[src/rtl/mem_arbiter.sv]
// -----------------------------------------------------------------------------
// mem_arbiter
//
// Purpose:
//   Shares one single-port synchronous RAM between an instruction read port
//   (I) and a data read/write port (D). Each access takes three cycles:
//   IDLE (sample and arbitrate), ISSUE (drive the RAM) and RESP (one-cycle ack
//   with read data). Requests that arrive outside IDLE are held by the
//   requester and are picked up in the next IDLE.
//
// Configuration macro:
//   MEM_ARB_ROUND_ROBIN_EN
//     defined   : conflicts go to the port that was not granted last.
//                 After reset the first conflict goes to D.
//     undefined : fixed priority. D always wins a conflict.
//
// Parameters:
//   ADDR_W   word-address width of the shared RAM (default 13)
//   DATA_W   RAM word width (default 32)
//
// Ports:
//   clk       in   single clock, rising edge
//   rst_n     in   asynchronous active-low reset
//   i_req     in   instruction read request, held with i_addr until i_ack
//   i_addr    in   instruction read address
//   i_ack     out  one-cycle pulse, instruction access complete
//   i_rdata   out  instruction read data, zero unless i_ack=1
//   d_req     in   data request, held with d_we/d_addr/d_wdata until d_ack
//   d_we      in   1 = write, 0 = read
//   d_addr    in   data address
//   d_wdata   in   data write data
//   d_ack     out  one-cycle pulse, data access complete
//   d_rdata   out  data read data, zero unless d_ack=1
//   mem_we    out  RAM write enable, high only during ISSUE of a write
//   mem_addr  out  RAM address (registered)
//   mem_din   out  RAM write data (registered)
//   mem_dout  in   RAM read data, one-cycle latency, holds on write cycles
//   busy      out  high whenever the FSM is not in IDLE
// -----------------------------------------------------------------------------
module mem_arbiter #(
  parameter int ADDR_W = 13,
  parameter int DATA_W = 32
) (
  input  logic              clk,
  input  logic              rst_n,

  input  logic              i_req,
  input  logic [ADDR_W-1:0] i_addr,
  output logic              i_ack,
  output logic [DATA_W-1:0] i_rdata,

  input  logic              d_req,
  input  logic              d_we,
  input  logic [ADDR_W-1:0] d_addr,
  input  logic [DATA_W-1:0] d_wdata,
  output logic              d_ack,
  output logic [DATA_W-1:0] d_rdata,

  output logic              mem_we,
  output logic [ADDR_W-1:0] mem_addr,
  output logic [DATA_W-1:0] mem_din,
  input  logic [DATA_W-1:0] mem_dout,

  output logic              busy
);

  typedef enum logic [1:0] {
    ST_IDLE  = 2'b00,
    ST_ISSUE = 2'b01,
    ST_RESP  = 2'b10
  } state_t;

  state_t state;

  // Port owning the access currently in flight (1 = D, 0 = I).
  logic grant_d;

  // Combinational arbitration result, only consumed in IDLE.
  logic pick_d;

`ifdef MEM_ARB_ROUND_ROBIN_EN
  // Port granted by the most recent access (1 = D, 0 = I). Reset to I so the
  // first conflict after reset is resolved in favour of D.
  logic last_grant;
`endif

  // Arbitration decision: returns 1 when D should own the next access.
  // A lone requester always wins; conflict resolution depends on the build.
  function automatic logic arb_pick_d(input logic req_i,
                                      input logic req_d,
                                      input logic prev_d);
    logic win_d;
    win_d = 1'b0;
    if (req_d && !req_i) begin
      win_d = 1'b1;
    end else if (req_d && req_i) begin
`ifdef MEM_ARB_ROUND_ROBIN_EN
      win_d = ~prev_d;
`else
      win_d = 1'b1;
`endif
    end else begin
      win_d = 1'b0;
    end
    return win_d;
  endfunction

  // Choose the winner for a potential IDLE exit.
  always_comb begin
    pick_d = 1'b0;
`ifdef MEM_ARB_ROUND_ROBIN_EN
    pick_d = arb_pick_d(i_req, d_req, last_grant);
`else
    pick_d = arb_pick_d(i_req, d_req, 1'b0);
`endif
  end

  // Main FSM; every output except the read-data gates is registered here.
  always_ff @(posedge clk or negedge rst_n) begin
    if (!rst_n) begin
      state    <= ST_IDLE;
      grant_d  <= 1'b0;
      mem_we   <= 1'b0;
      mem_addr <= {ADDR_W{1'b0}};
      mem_din  <= {DATA_W{1'b0}};
      i_ack    <= 1'b0;
      d_ack    <= 1'b0;
      busy     <= 1'b0;
`ifdef MEM_ARB_ROUND_ROBIN_EN
      last_grant <= 1'b0;
`endif
    end else begin
      case (state)
        ST_IDLE: begin
          i_ack <= 1'b0;
          d_ack <= 1'b0;
          if (i_req || d_req) begin
            // Capture the winner's request so the requester's inputs are
            // not needed again until the next access.
            state    <= ST_ISSUE;
            busy     <= 1'b1;
            grant_d  <= pick_d;
            mem_addr <= pick_d ? d_addr : i_addr;
            // The I port is read-only, so its accesses never write.
            mem_we   <= pick_d & d_we;
            mem_din  <= pick_d ? d_wdata : {DATA_W{1'b0}};
`ifdef MEM_ARB_ROUND_ROBIN_EN
            last_grant <= pick_d;
`endif
          end else begin
            state  <= ST_IDLE;
            busy   <= 1'b0;
            mem_we <= 1'b0;
          end
        end

        ST_ISSUE: begin
          // The RAM samples address/we on this edge; dropping we here gives
          // exactly one write edge per write access. Read data appears on
          // mem_dout during RESP, aligned with the ack raised here.
          state  <= ST_RESP;
          mem_we <= 1'b0;
          i_ack  <= ~grant_d;
          d_ack  <= grant_d;
        end

        ST_RESP: begin
          state <= ST_IDLE;
          busy  <= 1'b0;
          i_ack <= 1'b0;
          d_ack <= 1'b0;
        end

        default: begin
          state  <= ST_IDLE;
          busy   <= 1'b0;
          mem_we <= 1'b0;
          i_ack  <= 1'b0;
          d_ack  <= 1'b0;
        end
      endcase
    end
  end

  // Read data is the RAM output passed through, gated to zero outside the ack.
  assign i_rdata = i_ack ? mem_dout : {DATA_W{1'b0}};
  assign d_rdata = d_ack ? mem_dout : {DATA_W{1'b0}};

endmodule

[config.mk]
export PLATFORM = sky130hd
export DESIGN_NAME = mem_arbiter
export DESIGN_NICKNAME = d
export VERILOG_FILES = /design/src/rtl/mem_arbiter.sv
export SDC_FILE = /design/constraint.sdc
export NUM_CORES = 1
export LEC_CHECK = 0
export BUFFER_PORTS_ARGS = -buffer_cell sky130_fd_sc_hd__buf_2
export CAP_MARGIN = 20
export CORE_MARGIN = 4
export CORE_UTILIZATION = 30
export CTS_CLUSTER_SIZE = 14
export DETAILED_ROUTE_END_ITERATION = 8
export PLACE_DENSITY = 0.65
export RECOVER_POWER = 50
export SLEW_MARGIN = 5
export SYNTH_ARGS = -nofsm -noshare
export SYNTH_HDL_FRONTEND = slang
export SYNTH_SLANG_ARGS = --single-unit
[constraint.sdc]
create_clock -name clk -period 1.5 [get_ports clk]
set_input_delay 0.075 -clock clk [delete_from_list [all_inputs] [get_ports clk]]
set_output_delay 0.075 -clock clk [all_outputs]
set_load 0.005 [all_outputs]
Word level (Yosys, flattened, before mapping)
Index checks and enable logic that the tools add are counted.

Multiplexer cells: 14. Bitwise operators: 2. Equal/unequal tests: 2. Reductions and logical operators: 6.

Operator list (count): $mux W32 (3); $mux W13 (1); $mux W1 (7); $pmux W1 S2 (2); $pmux W2 S2 (1); $eq A2 B1 Y1 const B (1); $eq A2 B2 Y1 const B (1); $logic_and A1 B1 Y1 (2); $logic_not A2 Y1 (1); $reduce_and A2 Y1 (1); $and A1 B1 Y1 (1); $logic_not A1 Y1 (1); $logic_or A1 B1 Y1 (1); $not A1 Y1 (1).

Register bits after elaboration: 52. Output and inout port bits: 113. Bits of input ports: 95. Logic and storage cells: 32.

Longest topological paths before layout
Depth after elaboration: 6. Depth in mapped cells: 5. Depth with buffers taken out: 3.

Worst setup path before layout
No wires, ideal clock.

Path type: register to register. Start: register state[1]. End: register mem_din[10]. Setup time: 0.121 ns. Required time: 1.379 ns. Clock period less this slack: 1.222 ns. Cell stages (with the launch flop): 6. Arrival time: 1.101 ns. Path buffers: 2. Setup slack: 0.278 ns. Cell sequence: dfrtp_1 nor2_1 o21ai_2 buf_6 buf_2 a22o_1.

Longest elaborated chain between the ends: 2.

RTL lines: from (decl) (line 73) `state_t state;`; from (signal assigned) (line 121) `state <= ST_IDLE;`; from (signal assigned) (line 140) `state <= ST_ISSUE;`; from (signal assigned) (line 151) `state <= ST_IDLE;`; $logic_not A2 Y1 (line 133) `case (state)`; $reduce_and A2 Y1 (no line); to (signal assigned) (line 125) `mem_din <= {DATA_W{1'b0}};`; to (signal assigned) (line 146) `mem_din <= pick_d ? d_wdata : {DATA_W{1'b0}};`; to (decl) (line 61) `output logic [DATA_W-1:0] mem_din,`.

No other way between the ends. A chain may end at the register's enable or synchronous reset.

Final worst setup path
Start: register state[1]. End: register mem_din[15].

Same word-level chain as after synthesis.

==> key figures <==
Run status
  – Status: finished, final reports clean

STA
  – Worst Tran Pin Value: between 0.7 and 0.8 ns
  – Max transition margin: between 50% and 60%
  – Hold Vio Cnt, Final: 0
  – Final Max Tran Viols: 0
  – Clk_skew: about 0.0063 ns
  – Final setup fails: 0
  – Post-layout min period: 1.35 ns
  – Fin Hold WS: approximately 0.022 ns
  – Post-route setup TNS: 0 ns
  – Fmax: 0.738 GHz
  – Period utilization: between 90% and 100%
  – RSZ-0062 raised after global routing: false

Clock network
  – Clock-pin slew on the worst setup and hold paths: 0.09 ns
  – CTS Sinks: 52
  – CTS tree: yes
  – H-tree depth: 2
  – Root buf cell: clkbuf_8
  – Clock latency on the worst-skew pair: ~0.30 ns
  – Bufs on Longest Clock Path: 2
  – Cts bufs inserted: 5
  – Post-CTS Setup Inserts: 0

Worst setup path
  – Reg2Reg Launch Point: state[1]
  – Crit path kind: flip-flop to flip-flop
  – Crit path launch type: flip-flop
  – Critical path arrival: 1.54 ns
  – Crit. End Element: flip-flop
  – FF-to-FF path depth: 4
  – Maximum fanout along the worst path: 28
  – CP Data Required Time: about 1.7 ns
  – Flop-to-flop setup slack: roughly 0.15 ns
  – FF-to-FF End: mem_din[15]

Floorplan
  – Initial core utilization: between 30% and 40%
  – Die height: 98.9 microns
  – Placeable Area: approximately 7900 sq um
  – Die area: around 9800 sq um
  – I/O pins: 208
  – Cell row count: 32
  – Die Wd: 98.9 microns

Min path
  – Worst Hold Launch: d_wdata[15]
  – Hold depth: 2
  – Hold WC Path Type: input port to flip-flop
  – Worst Hold Path EP: mem_din[15]

Global route
  – Total GRT Usage: 16.8%
  – Initial antenna violation count: 2
  – Gr ovfl total: 0
  – Largest net degree at the start of global routing: 53
  – Vias in the first global route: about 2,500
  – First-pass GRT wire length: ~13,000 microns

Routing
  – DRT Wirelength: between 8000 and 9000 microns
  – Iteration-0 DRC count of the detailed router: 76
  – Routed via count: 2,434
  – Post-route ant nets: 0
  – DRC: 0
  – Initial DRT Pass Iterations: 4
  – Routed len/inst: 15.7 microns
  – Vias/cell: approximately 4.5

Synthesis
  – Netlist cell types: 17
  – Synthesized net count: 299
  – Post-synthesis register bit count: 52
  – Syn Inst Count: 204
  – Synth Warn #: 0
  – Post-Syn Area: ~2500 sq um
  – Seq/Total Area, Yosys: between 50% and 60%
  – Synth Area per Inst: between 10 and 15 sq um

Power
  – Power density over cell area: approximately 1600 nW/um^2
  – Total power: around 0.0063 W
  – Peak supply drop: around 0.75 mV
  – P_leak: roughly 2.2 nW

Placed design
  – Post-DP HPWL: 6460 microns
  – Buffers on Ports: roughly 210
  – Final GP Congestion: between 0.8 and 0.9
  – Placed cell areas: roughly 3600 sq um

Final layout
  – Share of cells above drive strength 1: about half
  – Final nets: 534
  – Final Util: slightly above 50%
  – Syn-to-layout area delta: 60.3%
  – Layout Cell Area excl Fill: 3980 sq um

Run
  – Max-cap check violation count: 0
==> sequential cells by signal, indices dropped and copies added, names as in the netlist <==
name,flops
busy,1
d_ack,1
grant_d,1
i_ack,1
mem_we,1
mem_addr,13
state,2
mem_din,32
==> what timing repair did <==
item | in CTS | in global routing
setup endpoints to repair | 0 | 0
gates resized for setup | 0 | 0
hold endpoints to repair | 80 | 2
hold buffers | 29 | 2
==> worst max-delay path by stage <==
stage	end	cells past startpoint	slack, ns	start
floorplan	mem_din[10]	5	0.28	state[1]
global placement	mem_addr[8]	4	0.21	state[1]
detailed placement	mem_addr[7]	4	0.16	state[1]
CTS	mem_din[15]	4	0.13	state[1]
global route	mem_din[15]	4	0.06	state[1]
finish	mem_din[15]	4	0.15	state[1]
==> cells in the final DEF, fill, tap and decap left out, types with 2 or more instances in the layout <==
cell type	n
buf_2	170
and2_1	65
dfrtp_1	52
clkbuf_1	36
a22o_1	32
dlygate4sd3_1	31
mux2_2	17
mux2_4	9
clkbuf_8	5
buf_4	5
nand2_1	3
diode_2	2
nor2b_1	2
==> metrics by stage <==
stage	setup WS (ns)	std cells
5_1_grt	0.0565	544
6_report	0.146	544
4_1_cts	0.134	540
3_5_place_dp	0.163	503
3_3_place_gp	0.211	503
2_1_floorplan	0.278	204
==> worst max-delay path: stages, from the launching register on <==
cell,delay [ns]
dfrtp_1,0.42
nor2_1,0.23
o21ai_4,0.09
buf_4,0.24
a22o_1,0.27
==> kinds of logic (layout without fill, tap and decap cells) <==
family,count (synthesis),count (layout),synth area share [%]
AOI/OAI and AO/OA,35,35,12.2
DFF,52,52,52.5
other,0,2,0
buffers and inverters,18,254,4.14
muxes,26,26,13.2
and+or+nand+nor,73,73,18.1
==> report_power, final <==
part	total [W]	switching, W	internal, W
registers	0.00249	0.000400	0.00209
clock network	0.000806	0.000474	0.000332
logic	0.00297	0.00138	0.00159
==> cell usage after synthesis <==
library cell	n	share of area (%)
nand3b_1	1	0.30
and2_1	66	17
a22o_1	32	11
a21oi_1	1	0.20
buf_8	1	0.61
mux2_2	17	7.7
mux2_4	9	5.4
clkbuf_1	7	1.1
nand2_1	3	0.45
buf_6	2	0.91
dfrtp_1	52	52
a21o_1	1	0.30
nor2_1	1	0.15
buf_2	7	1.4
nor2b_1	2	0.50
o21ai_2	1	0.35
inv_1	1	0.15
==> routing by layer <==
metal / track usage [%] / up-vias / part of all wire (%)
li1: - / 1167 / -
met1: 19.3 / 1127 / 38
met2: 30.8 / 128 / 52
met3: 4.32 / 12 / 8.0
met4: 4.41 / 0 / 1.8
met5: 0 / - / 0
==> cell type report <==
class	instances	area, sq um
fillers	744	3910
repair buffers	245	1370
flip-flops and latches	52	1300
multi-input cells	134	1080
well taps	102	128
clock buffers	5	68.8
clock inverters	3	21.3
diodes	2	5.00
inverters	1	3.75
(Power assumes the default switching activity.)
